**config.mk**
```make
export PLATFORM = sky130hd
export DESIGN_NAME = i2c_target
export DESIGN_NICKNAME = d
export VERILOG_FILES = /design/src/rtl/i2c_pkg.sv /design/src/rtl/i2c_bus_sync.sv /design/src/rtl/i2c_target.sv
export SDC_FILE = /design/constraint.sdc
export NUM_CORES = 1
export LEC_CHECK = 0
export ABC_AREA = 0
export CAP_MARGIN = 40
export CELL_PAD_IN_SITES_DETAIL_PLACEMENT = 1
export CELL_PAD_IN_SITES_GLOBAL_PLACEMENT = 1
export CORE_AREA = 2 2 74 76
export CTS_CLUSTER_DIAMETER = 50
export DETAILED_ROUTE_END_ITERATION = 8
export DIE_AREA = 0 0 76 78
export GPL_TIMING_DRIVEN = 0
export MAX_ROUTING_LAYER = met4
export PLACE_DENSITY = 0.83
export REMOVE_ABC_BUFFERS = 1
export SLEW_MARGIN = 20
export SYNTH_ARGS = -nofsm -noshare
export SYNTH_HDL_FRONTEND = slang
export SYNTH_HIERARCHICAL = 1
export SYNTH_SLANG_ARGS = --single-unit
```
**constraint.sdc**
```tcl
create_clock -name i2c_core_clk -period 5.6 [get_ports i2c_core_clk]
set_input_delay 1.12 -clock i2c_core_clk [delete_from_list [all_inputs] [get_ports i2c_core_clk]]
set_output_delay 1.12 -clock i2c_core_clk [all_outputs]
set_load 0.02 [all_outputs]
```
**src/rtl/i2c_pkg.sv**
```systemverilog
// Shared I2C target definitions: widths, bus-level constants and FSM state encoding.
package i2c_pkg;

  localparam int unsigned DATA_WIDTH = 8;
  localparam int unsigned ADDR_WIDTH = 7;
  localparam int unsigned CNT_WIDTH  = 3;

  localparam logic ACK         = 1'b0;
  localparam logic NACK        = 1'b1;
  localparam logic I2C_RW_READ = 1'b1;

  typedef enum logic [2:0] {
    IDLE,
    ADDR,
    ADDR_ACK,
    RX_DATA,
    RX_ACK,
    TX_DATA,
    TX_ACK
  } state_t;

endpackage

```
**src/rtl/i2c_bus_sync.sv**
```systemverilog
// Synchronises SCL/SDA into the core clock domain and flags SCL edges and START/STOP.
module i2c_bus_sync
  import i2c_pkg::*;
#(
  parameter int unsigned SYNC_STAGES = 2
) (
  input  logic clk,
  input  logic rst_n,
  input  logic scl_in,
  input  logic sda_in,
  output logic sda,
  output logic scl_rise_c,
  output logic scl_fall_c,
  output logic start_det_c,
  output logic stop_det_c
);

  logic [SYNC_STAGES-1:0] scl_sync;
  logic [SYNC_STAGES-1:0] sda_sync;
  logic                   scl;
  logic                   scl_d;
  logic                   sda_d;

  // Synchroniser chains plus one delayed copy; idle bus level after reset.
  always_ff @(posedge clk or negedge rst_n) begin
    if (!rst_n) begin
      scl_sync <= '1;
      sda_sync <= '1;
      scl_d    <= 1'b1;
      sda_d    <= 1'b1;
    end else begin
      scl_sync <= {scl_sync[SYNC_STAGES-2:0], scl_in};
      sda_sync <= {sda_sync[SYNC_STAGES-2:0], sda_in};
      scl_d    <= scl;
      sda_d    <= sda;
    end
  end

  assign scl = scl_sync[SYNC_STAGES-1];
  assign sda = sda_sync[SYNC_STAGES-1];

  // SDA transitions only count as START/STOP while SCL is steadily high.
  assign scl_rise_c  = scl & ~scl_d;
  assign scl_fall_c  = ~scl & scl_d;
  assign start_det_c = scl & scl_d & sda_d & ~sda;
  assign stop_det_c  = scl & scl_d & ~sda_d & sda;

endmodule

```
**src/rtl/i2c_target.sv**
```systemverilog
// I2C target responder: address match/ACK, write bytes to RX FIFO, read bytes from TX source.
module i2c_target
  import i2c_pkg::*;
#(
  parameter int unsigned SYNC_STAGES = 2,
  parameter int unsigned DATA_WIDTH  = i2c_pkg::DATA_WIDTH
) (
  input  logic                  i2c_core_clk,
  input  logic                  rst_n,
  input  logic                  enable,
  input  logic [ADDR_WIDTH-1:0] own_address,
  input  logic                  scl_in,
  input  logic                  sda_in,
  output logic                  sda_out,
  output logic [DATA_WIDTH-1:0] rx_data,
  output logic                  rx_valid,
  input  logic                  rx_full,
  input  logic [DATA_WIDTH-1:0] tx_data,
  input  logic                  tx_valid,
  output logic                  tx_ready,
  output logic                  tx_underrun,
  output logic                  busy,
  output logic                  rw
);

  localparam logic [CNT_WIDTH-1:0] CNT_MAX = CNT_WIDTH'(DATA_WIDTH - 1);

  logic sda, scl_rise, scl_fall, start_det, stop_det;

  i2c_bus_sync #(.SYNC_STAGES(SYNC_STAGES)) u_bus_sync (
    .clk         (i2c_core_clk),
    .rst_n       (rst_n),
    .scl_in      (scl_in),
    .sda_in      (sda_in),
    .sda         (sda),
    .scl_rise_c  (scl_rise),
    .scl_fall_c  (scl_fall),
    .start_det_c (start_det),
    .stop_det_c  (stop_det)
  );

  state_t                state, state_nxt;
  logic [CNT_WIDTH-1:0]  cnt, cnt_nxt;
  logic                  last, last_nxt;
  logic                  nack_pend, nack_pend_nxt;
  logic [DATA_WIDTH-1:0] shreg, shreg_nxt;
  logic                  sda_out_nxt, rx_valid_nxt, tx_ready_nxt, tx_underrun_nxt;
  logic                  busy_nxt, rw_nxt;
  logic [DATA_WIDTH-1:0] rx_data_nxt;
  logic                  tx_load;

  // State and registered outputs; async reset releases SDA immediately.
  always_ff @(posedge i2c_core_clk or negedge rst_n) begin
    if (!rst_n) begin
      state       <= IDLE;
      cnt         <= CNT_MAX;
      last        <= 1'b0;
      nack_pend   <= 1'b0;
      shreg       <= '0;
      sda_out     <= 1'b1;
      rx_data     <= '0;
      rx_valid    <= 1'b0;
      tx_ready    <= 1'b0;
      tx_underrun <= 1'b0;
      busy        <= 1'b0;
      rw          <= 1'b0;
    end else begin
      state       <= state_nxt;
      cnt         <= cnt_nxt;
      last        <= last_nxt;
      nack_pend   <= nack_pend_nxt;
      shreg       <= shreg_nxt;
      sda_out     <= sda_out_nxt;
      rx_data     <= rx_data_nxt;
      rx_valid    <= rx_valid_nxt;
      tx_ready    <= tx_ready_nxt;
      tx_underrun <= tx_underrun_nxt;
      busy        <= busy_nxt;
      rw          <= rw_nxt;
    end
  end

  // Next-state logic; STOP beats START beats per-bit data actions.
  always_comb begin
    state_nxt       = state;
    cnt_nxt         = cnt;
    last_nxt        = last;
    nack_pend_nxt   = nack_pend;
    shreg_nxt       = shreg;
    sda_out_nxt     = sda_out;
    rx_data_nxt     = rx_data;
    rx_valid_nxt    = 1'b0;
    tx_ready_nxt    = 1'b0;
    tx_underrun_nxt = 1'b0;
    busy_nxt        = busy;
    rw_nxt          = rw;
    tx_load         = 1'b0;

    if (stop_det) begin
      state_nxt     = IDLE;
      sda_out_nxt   = 1'b1;
      busy_nxt      = 1'b0;
      nack_pend_nxt = 1'b0;
    end else if (start_det) begin
      state_nxt     = ADDR;
      cnt_nxt       = CNT_MAX;
      last_nxt      = 1'b0;
      sda_out_nxt   = 1'b1;
      busy_nxt      = 1'b0;
      nack_pend_nxt = 1'b0;
    end else begin
      case (state)
        IDLE: sda_out_nxt = 1'b1;
        ADDR, RX_DATA: begin
          if (scl_rise) begin
            shreg_nxt = {shreg[DATA_WIDTH-2:0], sda};
            if (cnt == '0) last_nxt = 1'b1;
            else           cnt_nxt  = cnt - CNT_WIDTH'(1);
          end else if (scl_fall && last) begin
            if (state == ADDR) begin
              if (enable && (shreg[DATA_WIDTH-1:1] == own_address)) begin
                state_nxt   = ADDR_ACK;
                sda_out_nxt = ACK;
                busy_nxt    = 1'b1;
                rw_nxt      = shreg[0];
              end else begin
                state_nxt   = IDLE;
                sda_out_nxt = 1'b1;
              end
            end else begin
              state_nxt = RX_ACK;
              if (rx_full) begin
                sda_out_nxt   = NACK;
                nack_pend_nxt = 1'b1;
              end else begin
                sda_out_nxt  = ACK;
                rx_valid_nxt = 1'b1;
                rx_data_nxt  = shreg;
              end
            end
          end
        end
        ADDR_ACK: begin
          if (scl_fall) begin
            if (rw == I2C_RW_READ) begin
              tx_load = 1'b1;
            end else begin
              state_nxt   = RX_DATA;
              cnt_nxt     = CNT_MAX;
              last_nxt    = 1'b0;
              sda_out_nxt = 1'b1;
            end
          end
        end
        RX_ACK: begin
          if (scl_fall) begin
            sda_out_nxt = 1'b1;
            if (nack_pend) begin
              state_nxt     = IDLE;
              busy_nxt      = 1'b0;
              nack_pend_nxt = 1'b0;
            end else begin
              state_nxt = RX_DATA;
              cnt_nxt   = CNT_MAX;
              last_nxt  = 1'b0;
            end
          end
        end
        TX_DATA: begin
          if (scl_fall) begin
            if (cnt == '0) begin
              state_nxt   = TX_ACK;
              sda_out_nxt = 1'b1;
            end else begin
              shreg_nxt   = {shreg[DATA_WIDTH-2:0], 1'b0};
              sda_out_nxt = shreg[DATA_WIDTH-2];
              cnt_nxt     = cnt - CNT_WIDTH'(1);
            end
          end
        end
        TX_ACK: begin
          if (scl_rise && (sda == NACK)) begin
            state_nxt = IDLE;
            busy_nxt  = 1'b0;
          end else if (scl_fall) begin
            tx_load = 1'b1;
          end
        end
        default: state_nxt = IDLE;
      endcase

      // Fetch the next read byte and drive its MSB straight away.
      if (tx_load) begin
        state_nxt = TX_DATA;
        cnt_nxt   = CNT_MAX;
        if (tx_valid) begin
          shreg_nxt    = tx_data;
          sda_out_nxt  = tx_data[DATA_WIDTH-1];
          tx_ready_nxt = 1'b1;
        end else begin
          shreg_nxt       = {DATA_WIDTH{1'b1}};
          sda_out_nxt     = 1'b1;
          tx_underrun_nxt = 1'b1;
        end
      end
    end
  end

endmodule

```
# Word-level counts from Yosys, hierarchy flattened
# Index checks and enable logic that the tools add are counted.
# totals
out_inout_bits	14
memories	0
romBits	0
latchBits	0
inputBits	22
wordCells	188
ff_bits	36
ram_bits	0
# classes
n_bitwise	16
order_cmp	0
mux	94
eq_ne	40
reduce_logical	21
addsub	1
div	0
shift	0
n_mul	0
# ops
operator	count
4-bit inequality test (second input constant)	16
3-bit two-way mux	21
1-bit two-way mux	58
8-bit two-way mux	5
5-bit inequality test (second input constant)	8
3-bit inequality test (second input constant)	9
8-bit AND reduction	3
7-bit AND reduction	3
3-bit case mux with 6 select lines	1
8-bit case mux with 2 select lines	1
3-bit case mux with 4 select lines	1
6-bit AND reduction	2
3-bit == test (second input constant)	3
1-bit inverter	9
9-bit AND reduction	1
4-bit nonzero test	2
8-bit nonzero test	1
1-bit bitwise AND	7
7-bit == test	1
3-bit by 2-bit == test with 1-bit output (second input constant)	2
3-bit logical NOT	2
1-bit case mux with 3 select lines	2
6-bit nonzero test	1
1-bit case mux with 5 select lines	1
8 further kinds	12

# Depth between registers and ports, before layout
# logic_depth
word_depth	10
ltp_mapped	7
depth_no_buf	7

# Modules after synthesis
# The synthesis kept the hierarchy.
# by_module_without_submodules
mod	cells_per_inst	instances	area_each_um2	seq_area_each_um2
i2c_target	204	1	1980.6	755.7
i2c_bus_sync	10	1	190.2	157.7

# Least setup slack after synthesis
# No wires, ideal clock.
# synth_path
path_kind	reg2reg
startpoint	reg u_bus_sync.sda_sync[1]
endpoint	reg rx_data[0]
arrival_ns	2.012
path_stages_with_launch	8
required_time_ns	5.475
setup_ns	0.125
n_path_buf	3
synth_period_minus_slack_ns	2.138
slack_ns	3.462
cell_sequence	dfstp_2 > and4b_1 > buf_6 > or2_1 > buf_6 > or3_1 > buf_6 > mux2_4
# synth_via
elab_chain_len	4
elab_cells_between_ends	6
cone_classes	bitwise: 5; reduce/logical: 1
# synth_rtl
item	line_no	text
start: declaration	i2c_bus_sync.sv:19	logic [SYNC_STAGES-1:0] sda_sync;
start signal: assignment	i2c_bus_sync.sv:33	sda_sync <= {sda_sync[SYNC_STAGES-2:0], sda_in};
1-bit inverter	i2c_bus_sync.sv:45	assign start_det_c = scl & scl_d & sda_d & ~sda;
1-bit bitwise AND	i2c_bus_sync.sv:45	
via start_det	i2c_target.sv:28	logic sda, scl_rise, scl_fall, start_det, stop_det;
1-bit inverter (no source line)	n/a	
7-bit AND reduction (no source line)	n/a	
end signal: assignment	i2c_target.sv:74	rx_data <= rx_data_nxt;
end: declaration	i2c_target.sv:15	output logic [DATA_WIDTH-1:0] rx_data,
# The timed path passes the listed nets, and every way through them passes these cells.
# A chain may end at the register's enable or synchronous reset.

# Worst setup path in the final report
# layout_path
startpoint	reg u_bus_sync.scl_d
endpoint	reg sda_out
# layout_via
elab_cells_between_ends	27
cone_classes	eq/ne: 6; mux: 9; bitwise: 8; reduce/logical: 4
# layout_lines
item	line_no	text
start: declaration	i2c_bus_sync.sv:21	logic scl_d;
start signal: assignment	i2c_bus_sync.sv:34	scl_d <= scl;
1-bit bitwise AND (*)	i2c_bus_sync.sv:44	assign scl_fall_c = ~scl & scl_d;
via scl_fall	i2c_target.sv:28	
parallel branches: the longest is 8 deep, another holds 7-bit AND reduction	n/a	
end signal: assignment	i2c_target.sv:73	sda_out <= sda_out_nxt;
end: declaration	i2c_target.sv:14	output logic sda_out,
# Mark *: on every way through the listed nets, which the timed path passes. The select of a mux whose other input is x is not followed.

==> flow_metrics.py <==
metrics = {
    "run_status": {
        "outcome": "finished clean",
    },
    "synthesis": {
        "synth_top_area_share_pct": 30.0,
        "synth_area_leader_cell": "dfrtp_1",
        "ys.warnings.count": 6,
        "ys_ff_latch": 36,
        "synth_compound_area_share_pct": 16.9,
        "synthAdderAreaFrac_pct": 1.15,
        "avgSynthCellArea_um2": 10.1,
        "netlist_instances": 214,
        "syn_area_um2": 2170,
        "synthMuxAreaShare_pct": 10.7,
        "synth_top_family_by_area": "simple AND/OR/NAND/NOR gates",
        "synth_area_leaders": "dfrtp_1 (30%), dfstp_2 (12%), mux2_4 (5.5%)",
        "synthDistinctLibCells": 52,
        "synth_xor_area_share_pct": 3.23,
        "yosys.area_share.simple_pct": 20.2,
        "synthArstFlopShare_pct": 100,
        "yosysSeqAreaShare_pct": 42.1,
        "synth_edf_count": 0,
        "synth_flop_cell": "dfrtp_1",
    },
    "sta": {
        "period_minus_slack_ns": 2.77,
        "timing.setup.tns_ns": 0,
        "finalSetupViolCount": 0,
        "tightest_slew_ns": 0.810,
        "slew_headroom_pct": 45.9,
        "fin_crit_sh_pct": 49.5,
        "rsz0062_at_grt": "no",
        "hold_viol_final": 0,
        "fmax_mhz": 360,
        "skew_ns": 0.00768,
        "final_max_slew_viol_count": 0,
    },
    "worst_setup_path": {
        "path_max_fanout": 21,
        "reg2reg_to": "sda_out",
        "cpMaxStageDelayCell": "o2111a_1",
        "worstPathRequired_ns": 5.82,
        "worst-path-buf-inv": 0,
        "r2r-start": "u_bus_sync/scl_d",
        "critical_path_cell_count": 5,
        "path_cells": "nor2b_1, o2111a_1, a22o_1, o311ai_0, mux2_2",
        "crit_path_end": "sda_out",
        "worst_r2r_path_depth": 5,
        "crit_type": "reg -> reg",
        "crit_path_start_kind": "flop",
        "crit_start": "u_bus_sync/scl_d",
        "max_stage_delay_ns": 0.81,
        "cp_data_arrival_time_ns": 3.00,
        "critical_path.top_delay_family": "compound AO/OA/AOI/OAI gates",
        "rrSetupSlack_ns": 2.83,
        "crit_path_end_kind": "flop",
    },
    "route": {
        "final_antenna_net_count": 0,
        "routed_wl_um": 5600,
        "drcViolationCount": 0,
        "viasPerCell": 5.49,
        "post_drt_wl_per_cell_um": 17.7,
        "vias": 1735,
        "firstDrtPassIters": 4,
        "drtIter0Drc": 62,
    },
    "global_route": {
        "antenna_found_initial": 0,
        "grt_pass1_wl_um": 9370,
        "grtUsageTotal_pct": 20.6,
        "grt_max_degree": 24,
        "grt_pass1_vias": 1847,
        "grt_overflow": 0,
    },
    "clocking": {
        "cts_tree": "built",
        "hold_buffers": 0,
        "cts_resized": 0,
        "cts_max_level": 2,
        "cts.reportedPaths.clkPinSlew_ns": 0.08,
        "numCtsBuffers": 5,
        "cts-root-buf": "clkbuf_8",
        "clkLatencyLatePin_ns": 0.30,
        "cts_max_path_buffers": 2,
        "post_cts_buffers": 0,
        "cts_sinks": 36,
    },
    "place": {
        "hpwl_um": 4100,
        "place_congestion": 0.834,
        "dpl_cell_area_um2": 2550,
        "io_buffers": 35,
    },
    "power": {
        "power_density_nw_per_um2": 312,
        "p_leak_nw": 1.09,
        "peakVddDrop_v": 0.000150,
    },
    "die": {
        "start_util_pct": 43.1,
        "std_cell_rows": 26,
        "die_area_um2": 5930,
        "io-pin-count": 36,
        "die_h_um": 78,
        "fp.dieW_um": 76,
        "core_area_um2": 5040,
    },
    "final_layout": {
        "final_common_cell": "clkdlybuf4s50_1",
        "mostFrequentLayoutCells": "clkdlybuf4s50_1 (34), dfrtp_1 (26), nor2_1 (13)",
        "n_fill_cell": 582,
        "drive_gt1_share_pct": 18.3,
        "fin_area_um2": 2640,
        "antenna_cells": 0,
        "nNetsFinal": 269,
        "fin_util_pct": 52.4,
        "area_growth_pct": 21.8,
    },
    "worst_hold_path": {
        "min_path_type": "reg -> reg",
    },
    "flow_run": {
        "cap_violations": 0,
    },
}
worst min-delay path by stage:
stage | startpoint | to | slack [ns] | cells after the start
global route | u_bus_sync/scl_sync[0] | u_bus_sync/scl_sync[1] | 0.37 | 0
detailed placement | u_bus_sync/sda_sync[0] | u_bus_sync/sda_sync[1] | 0.35 | 0
global placement | u_bus_sync/scl_sync[0] | u_bus_sync/scl_sync[1] | 0.35 | 0
floorplan | u_bus_sync/scl_sync[0] | u_bus_sync/scl_sync[1] | 0.35 | 0
CTS | u_bus_sync/sda_sync[0] | u_bus_sync/sda_sync[1] | 0.36 | 0
finish | u_bus_sync/sda_sync[0] | u_bus_sync/sda_sync[1] | 0.36 | 0
registers in the layout, indices dropped and copies added, names as in the netlist:
signal               flops
busy                     1
cnt                      3
last                     1
nack_pend                1
rw                       1
rx_data                  8
rx_valid                 1
sda_out                  1
shreg                    8
state                    3
tx_ready                 1
tx_underrun              1
u_bus_sync/scl_d         1
u_bus_sync/scl_sync      2
u_bus_sync/sda_d         1
u_bus_sync/sda_sync      2
through the flow:
stage,setup slack [ns],instances,hold WS [ns],power (mW)
after floorplan,3.27,202,0.345,0.528
after detailed placement,2.85,308,0.348,0.625
after CTS,2.83,316,0.359,0.830
after global routing,2.66,316,0.367,0.874
final,2.83,316,0.358,0.824
after global placement,2.61,307,0.346,0.608
layout make-up:
class / count / area, um^2 / share of cell area [%]
repair buffers: 36 / 373 / 14.1
well taps: 70 / 87.6 / 3.31
inverters: 11 / 41.3 / 1.56
clock buffers: 6 / 82.6 / 3.12
clock inverters: 2 / 13.8 / 0.521
multi-input cells: 155 / 1130 / 42.8
flip-flops and latches: 36 / 913 / 34.5
synthesized netlist by cell type, types with 2 or more instances:
cell / n
o21ai_0: 9
a21o_1: 2
mux2_2: 10
xnor2_1: 7
and3_1: 3
or3_1: 2
nor2_1: 13
ha_1: 2
buf_2: 4
nand3_1: 5
and3b_1: 2
and4b_1: 2
and2b_1: 2
buf_4: 3
nor2b_1: 10
a211oi_1: 7
mux2_4: 8
nand2_1: 9
inv_1: 10
nand4_1: 3
dfstp_2: 10
buf_6: 3
nor3b_1: 4
dfrtp_1: 26
nand2b_1: 7
nor3_1: 6
a21oi_1: 11
a31oi_1: 9
a211oi_2: 2
per-layer routing:
| metal | share of wire [%] | up-vias | global-route usage (%) |
|---|---|---|---|
| met4 | 1.1 | 0 | 6.55 |
| met3 | 3.6 | 7 | 2.79 |
| met5 | 0 | - | - |
| met2 | 51 | 33 | 34.5 |
| li1 | - | 833 | - |
| met1 | 45 | 862 | 26.3 |
cell families (layout without fill, tap and decap cells):
group | count (synthesis) | after routing
AND/OR/NAND/NOR | 75 | 75
AO/OA/AOI/OAI | 52 | 52
flip-flops | 36 | 36
buffers and inverters | 23 | 55
multiplexers | 18 | 18
XOR/XNOR | 8 | 8
adder cells (fa/ha/maj) | 2 | 2
where the power goes:
group | internal (mW) | switching, mW | total [mW]
sequential | 0.314 | 0.0528 | 0.367
combinational | 0.127 | 0.129 | 0.256
clock | 0.101 | 0.101 | 0.201
total | 0.541 | 0.283 | 0.824
No activity file was read; power rests on OpenSTA's default activity.
